### config.mk
export PLATFORM = sky130hd
export DESIGN_NAME = register_bank_param_flat
export DESIGN_NICKNAME = d
export VERILOG_FILES = /design/src/rtl/register_bank_param_if.sv /design/src/rtl/register_bank_param.sv /design/src/flat_wrapper.sv
export SDC_FILE = /design/constraint.sdc
export NUM_CORES = 1
export LEC_CHECK = 0
export CORE_UTILIZATION = 40
export DETAILED_ROUTE_END_ITERATION = 16
export GPL_ROUTABILITY_DRIVEN = 0
export REMOVE_ABC_BUFFERS = 1
export SYNTH_ARGS = -nofsm -noshare
export SYNTH_HDL_FRONTEND = slang
export SYNTH_SLANG_ARGS = --single-unit
### constraint.sdc
create_clock -name clk -period 3.7 [get_ports clk]
set_input_delay 0.925 -clock clk [delete_from_list [all_inputs] [get_ports clk]]
set_output_delay 0.925 -clock clk [all_outputs]
set_load 0.01 [all_outputs]
### src/rtl/register_bank_param_if.sv
// Register bank bus: two combinational read ports, one write port,
// soft-clear request and the ready / write-drop status flags.
// The core side uses the master modport, the bank uses the slave modport.
interface register_bank_param_if #(
    parameter int DATA_W = 32,
    parameter int DEPTH  = 32
);
    localparam int ADDR_W = $clog2(DEPTH);

    logic              clr;
    logic              ready;
    logic              wrDrop;
    logic [ADDR_W-1:0] readReg1;
    logic [ADDR_W-1:0] readReg2;
    logic [DATA_W-1:0] readData1;
    logic [DATA_W-1:0] readData2;
    logic [ADDR_W-1:0] writeReg;
    logic              regWrite;
    logic [DATA_W-1:0] writeData;

    modport master (
        output clr,
        output readReg1,
        output readReg2,
        output writeReg,
        output regWrite,
        output writeData,
        input  ready,
        input  wrDrop,
        input  readData1,
        input  readData2
    );

    modport slave (
        input  clr,
        input  readReg1,
        input  readReg2,
        input  writeReg,
        input  regWrite,
        input  writeData,
        output ready,
        output wrDrop,
        output readData1,
        output readData2
    );
endinterface

### src/rtl/register_bank_param.sv
// Parametrised general-purpose register bank with two combinational read
// ports, one synchronous write port and a sequential init engine that
// loads every entry (one per cycle) after reset or a soft clear.
// Optional same-cycle write-to-read forwarding is enabled by defining the
// macro REGBANK_BYPASS_EN; without it reads return the pre-write contents.
// Reset rst_n is synchronous and active-high despite its name.
module register_bank_param #(
    parameter int DATA_W    = 32,
    parameter int DEPTH     = 32,
    parameter int ZERO_REG  = 1,
    parameter int INIT_MODE = 1
) (
    input  logic                 clk,
    input  logic                 rst_n,
    register_bank_param_if.slave bus
);
    localparam int ADDR_W = $clog2(DEPTH);

    // One extra bit so the range test also works when DEPTH is a power of 2
    localparam logic [ADDR_W:0]   DEPTH_EXT = (ADDR_W+1)'(DEPTH);
    localparam logic [ADDR_W-1:0] LAST_IDX  = ADDR_W'(DEPTH - 1);
    localparam bit                HAS_ZERO  = (ZERO_REG != 0);

    typedef enum logic {
        INIT  = 1'b0,
        READY = 1'b1
    } state_t;

    state_t            state;
    state_t            next_state;
    logic [ADDR_W-1:0] cnt;
    logic [ADDR_W-1:0] next_cnt;
    logic              wr_drop_q;
    logic              drop_next;

    logic              arr_we;
    logic [ADDR_W-1:0] arr_waddr;
    logic [DATA_W-1:0] arr_wdata;

    logic [DATA_W-1:0] regs [DEPTH];

    logic              ready;
    logic              wr_in_range;
    logic              wr_zero;
    logic [DATA_W-1:0] rd1;
    logic [DATA_W-1:0] rd2;

    function automatic logic in_range(input logic [ADDR_W-1:0] idx);
        return ({1'b0, idx} < DEPTH_EXT);
    endfunction

    function automatic logic is_zero_reg(input logic [ADDR_W-1:0] idx);
        return HAS_ZERO && (idx == '0);
    endfunction

    function automatic logic [DATA_W-1:0] init_value(input logic [ADDR_W-1:0] idx);
        if (INIT_MODE == 1)
            return DATA_W'(idx);
        else
            return '0;
    endfunction

    assign ready       = (state == READY);
    assign wr_in_range = in_range(bus.writeReg);
    assign wr_zero     = is_zero_reg(bus.writeReg);

    // Next-state logic: init sweep, soft clear and user write arbitration
    always_comb begin
        next_state = state;
        next_cnt   = cnt;
        drop_next  = 1'b0;
        arr_we     = 1'b0;
        arr_waddr  = '0;
        arr_wdata  = '0;
        if (bus.clr) begin
            next_state = INIT;
            next_cnt   = '0;
            drop_next  = bus.regWrite;
        end else begin
            case (state)
                INIT: begin
                    arr_we    = 1'b1;
                    arr_waddr = cnt;
                    arr_wdata = init_value(cnt);
                    drop_next = bus.regWrite;
                    if (cnt == LAST_IDX) begin
                        next_state = READY;
                        next_cnt   = '0;
                    end else begin
                        next_cnt = cnt + 1'b1;
                    end
                end
                READY: begin
                    if (bus.regWrite) begin
                        if (!wr_in_range) begin
                            drop_next = 1'b1;
                        end else if (!wr_zero) begin
                            arr_we    = 1'b1;
                            arr_waddr = bus.writeReg;
                            arr_wdata = bus.writeData;
                        end
                    end
                end
                default: begin
                    next_state = INIT;
                    next_cnt   = '0;
                end
            endcase
        end
    end

    // Control state register; reset restarts the init sweep from entry 0
    always_ff @(posedge clk) begin
        if (rst_n) begin
            state     <= INIT;
            cnt       <= '0;
            wr_drop_q <= 1'b0;
        end else begin
            state     <= next_state;
            cnt       <= next_cnt;
            wr_drop_q <= drop_next;
        end
    end

    // Storage array has no reset of its own and is left untouched during reset
    always_ff @(posedge clk) begin
        if (!rst_n && arr_we) begin
            regs[arr_waddr] <= arr_wdata;
        end
    end

`ifdef REGBANK_BYPASS_EN
    logic bypass_ok;
    assign bypass_ok = ready && bus.regWrite && !bus.clr && wr_in_range && !wr_zero;
`endif

    // Read port 1: masked while not ready, for the zero register and out of range
    always_comb begin
        rd1 = '0;
        if (ready && in_range(bus.readReg1) && !is_zero_reg(bus.readReg1)) begin
            rd1 = regs[bus.readReg1];
        end
`ifdef REGBANK_BYPASS_EN
        if (bypass_ok && (bus.readReg1 == bus.writeReg)) begin
            rd1 = bus.writeData;
        end
`endif
    end

    // Read port 2: identical masking and forwarding rules as port 1
    always_comb begin
        rd2 = '0;
        if (ready && in_range(bus.readReg2) && !is_zero_reg(bus.readReg2)) begin
            rd2 = regs[bus.readReg2];
        end
`ifdef REGBANK_BYPASS_EN
        if (bypass_ok && (bus.readReg2 == bus.writeReg)) begin
            rd2 = bus.writeData;
        end
`endif
    end

    assign bus.ready     = ready;
    assign bus.wrDrop    = wr_drop_q;
    assign bus.readData1 = rd1;
    assign bus.readData2 = rd2;

endmodule

### src/flat_wrapper.sv
// flat-port wrapper written by rule: the top's interface ports become plain ports
module register_bank_param_flat 
#(
    parameter int DATA_W    = 32,
    parameter int DEPTH     = 32,
    parameter int ZERO_REG  = 1,
    parameter int INIT_MODE = 1
)
  (clk, rst_n, bus_clr, bus_readReg1, bus_readReg2, bus_writeReg, bus_regWrite, bus_writeData, bus_ready, bus_wrDrop, bus_readData1, bus_readData2);
  register_bank_param_if #(.DATA_W(DATA_W), .DEPTH(DEPTH)) bus_i ();
  input  logic clk;
  input  logic rst_n;
  input wire logic [$bits(bus_i.clr)-1:0] bus_clr;
  input wire logic [$bits(bus_i.readReg1)-1:0] bus_readReg1;
  input wire logic [$bits(bus_i.readReg2)-1:0] bus_readReg2;
  input wire logic [$bits(bus_i.writeReg)-1:0] bus_writeReg;
  input wire logic [$bits(bus_i.regWrite)-1:0] bus_regWrite;
  input wire logic [$bits(bus_i.writeData)-1:0] bus_writeData;
  output wire logic [$bits(bus_i.ready)-1:0] bus_ready;
  output wire logic [$bits(bus_i.wrDrop)-1:0] bus_wrDrop;
  output wire logic [$bits(bus_i.readData1)-1:0] bus_readData1;
  output wire logic [$bits(bus_i.readData2)-1:0] bus_readData2;
  assign bus_i.clr = bus_clr;
  assign bus_i.readReg1 = bus_readReg1;
  assign bus_i.readReg2 = bus_readReg2;
  assign bus_i.writeReg = bus_writeReg;
  assign bus_i.regWrite = bus_regWrite;
  assign bus_i.writeData = bus_writeData;
  assign bus_ready = bus_i.ready;
  assign bus_wrDrop = bus_i.wrDrop;
  assign bus_readData1 = bus_i.readData1;
  assign bus_readData2 = bus_i.readData2;
  register_bank_param #(.DATA_W(DATA_W), .DEPTH(DEPTH), .ZERO_REG(ZERO_REG), .INIT_MODE(INIT_MODE)) u_core (.clk(clk), .rst_n(rst_n), .bus(bus_i));
endmodule
==> qor.yml <==
placement:
  io_buffers: 116
  dp_hpwl_mm: 90.21
  pre_cts_ws_ps: -1085
synth:
  synth_compound_area_frac: 0.05405
  synth_edf_count: 1024
  synthesis.area_um2: 47940
  async_reset_ff_frac: 0
  netlist_instances: 2367
  synth_most_common_cell: "edfxtp_1"
  synthAdderAreaFrac: 0.0005220
  synth.distinct_cells: 49
  synth_top_family_by_area: "multiplexers"
  ys_top_cells_by_area: "edfxtp_1 64%, mux4_2 21%, mux2i_1 5.3%"
  synthSimpleGateAreaFrac: 0.01281
  synth_top_area_frac: 0.6414
  synth-seq-cells: 1031
  yosysWarnings: 0
  yosysTopAreaCell: "edfxtp_1"
  syn_area_per_cell_um2: 20.25
  synth.area.mux_share: 0.2652
  synthTopCellsByCount: "1024 x edfxtp_1, 439 x mux4_2, 256 x mux2i_1"
  synth_ff_type: "edfxtp_1"
  synth-xor-area-share: 0
  seq_area_frac_synth: 0.6443
critical_path:
  cp.required_ps: 2770
  slowest_stage: "nor3_4"
  critPathKind: "in2out"
  path_cells: "buf_12, buf_6, nor3_4, buf_6, or4_4, buf_12, buf_8, buf_8, o22a_1, o221ai_2, buf_2"
  max_stage_delay_ps: 360
  critPathMaxFanout: 8
  end_kind: "primary output"
  arrival_ps: 2830
  crit_path_start_kind: "input port"
  reg2reg_depth: 7
clock_tree:
  cts_hold_buf: 0
  cts_sinks: 1031
  cts_tree: "built"
  clock_latency_ps: 710
  cts-root-buf: "clkbuf_16"
  cts_made_buffers: 109
  clock_path_buffers: 3
  htreeDepth: 3
  clkTransAtPathRegs_ps: 60
routing:
  vias: 28850
  drtPass1Iterations: 5
  wl_per_cell_um: 34.02
  drc: 0
  via_per_inst: 6.372
  antenna_left: 0
  routed_wl_mm: 154.0
  drt_iter0_drc: 3813
power_and_ir_drop:
  p_int_w: 0.02027
  p_total_w: 0.02579
  combPwrFrac: 0.068
  power_leakage_nw: 21.98
  pwr-share-clk: 0.440
  ir_drop_mv: 0.4040
  switchingPower_w: 0.005524
  sw_frac_of_total: 0.2141
  pwr-share-seq: 0.492
  p_per_area_nw_per_um2: 421.8
floorplanning:
  ioPinCount: 117
  die_w_um: 348.2
  core_area_um2: 118400
  num_rows: 126
  die_h_um: 348.2
  die_area_um2: 121200
  initial_core_util: 0.4049
status:
  violations: "negative setup slack"
  status: "finished with violations"
grt:
  first_global_vias: 29790
  grt_start_max_net_pins: 33
  grt_pass1_wl_mm: 218.7
  overflow: 0
  track_usage: 0.2529
  antenna_found_initial: 3
hold_path:
  hold_depth: 2
  hold_class: "reg2reg"
timing:
  tightest_slew_ps: 1404
  fmax_mhz: 266.3
  finalCritPeriodShare: 1.015
  setup_tns_ps: -181.5
  drv_slew: 0
  hold_ws_ps: 538.2
  period_needed_ps: 3754
  slew_headroom: 0.06397
  finalSetupViolCount: 6
  fin_skew_ps: 15.62
  finalHoldViolCount: 0
  setup_slack_ps: -54.49
  rsz0062_at_grt: "true"
job:
  drv_cap: 0
cells_and_area:
  final_util: 0.5165
  final_nets: 2886
  drive_gt1_frac: 0.4562
  syn_to_final_growth_pct: 27.55
[cell type report]
cell class / instances / area (um^2)
fill: 9158 / 57250
sequential: 1031 / 30890
multi-input combinational: 1136 / 17540
timing repair buffer: 552 / 7027
clock buffer: 139 / 2925
tap: 1600 / 2002
clock inverter: 63 / 747.0
inverter: 3 / 11.26
antenna: 3 / 7.507
[per-stage QoR]
| stage | instances | instance area (um^2) |
|---|---|---|
| after CTS | 4516 | 60730 |
| after global routing | 4524 | 61140 |
| after detailed placement | 4211 | 54300 |
| after global placement | 4211 | 54300 |
| after floorplan | 2170 | 46840 |
| final | 4527 | 61150 |
[sequential cells by signal, indices dropped and copies added, names as in the netlist]
| signal | flops |
|---|---|
| u_core.bus.wrDrop | 1 |
| u_core.cnt | 5 |
| u_core.bus.ready | 1 |
| u_core.regs | 1024 |
[power by group through the flow]
stage,clock network (W),registers (W),logic (W)
floorplan,0,0.0129,0.000504
global placement,0,0.0129,0.00134
detailed placement,0,0.0129,0.00135
CTS,0.0115,0.0127,0.00172
global route,0.0119,0.0127,0.00183
finish,0.0113,0.0127,0.00177
[critical path: cells and delay by family]
| family | cells | cell delay, ps |
|---|---|---|
| buffers and inverters | 7 | 1060 |
| and+or+nand+nor | 2 | 480 |
| AOI/OAI and AO/OA | 2 | 350 |
[layout by cell type (no fill, tap or decap), types with 7 or more instances in the layout]
master,instances
nor2_4,32
mux2i_2,28
buf_16,37
clkbuf_16,117
edfxtp_1,1024
clkinv_2,16
o22ai_2,10
a22o_1,26
buf_6,35
a21oi_2,13
buf_4,213
a22oi_1,22
a211oi_2,22
o221ai_2,32
a2111oi_4,26
a21oi_1,32
clkdlybuf4s50_1,42
and2_1,27
clkbuf_1,26
buf_2,61
nor2_1,8
bufbuf_16,9
clkinv_1,18
dfxtp_1,7
o22a_1,33
mux4_2,444
mux2i_4,8
bufinv_16,16
buf_12,132
o221ai_1,26
o22ai_1,15
a22oi_2,9
nand3_1,11
buf_8,14
mux2i_1,220
[worst paths after layout]
| path | from | endpoint | slack (ps) |
|---|---|---|---|
| max | bus_readReg2[0] | bus_readData2[27] | -50 |
| max reg2reg | u_core.bus.ready | u_core.regs[25][12] | 590 |
| min | u_core.cnt[3] | u_core.cnt[3] | 540 |
| min reg2reg | u_core.cnt[3] | u_core.cnt[3] | 540 |
[routing by layer]
layer | routed length [um] | global-route usage | up-vias
met1 | 62290 | 0.3573 | 15500
met3 | 14440 | 0.04365 | 248
li1 | - | - | 11400
met4 | 4538 | 0.07291 | 2
met5 | 13 | 0 | -
met2 | 72720 | 0.4033 | 1694
[timing repair]
| item | CTS | global route |
|---|---|---|
| setup buffers | 90 | 16 |
| resized for setup | 527 | 90 |
| gates cloned | 26 | 4 |
| pin swaps | 69 | 37 |
| setup endpoints to repair | 64 | 55 |
[kinds of logic after synthesis]
group                    count (synthesis)
flip-flops                            1031
multiplexers                           705
AO/OA/AOI/OAI                          312
buffers and inverters                  200
AND/OR/NAND/NOR                        117
adder cells (fa/ha/maj)                  2
Power figures use the tool's default switching activity.
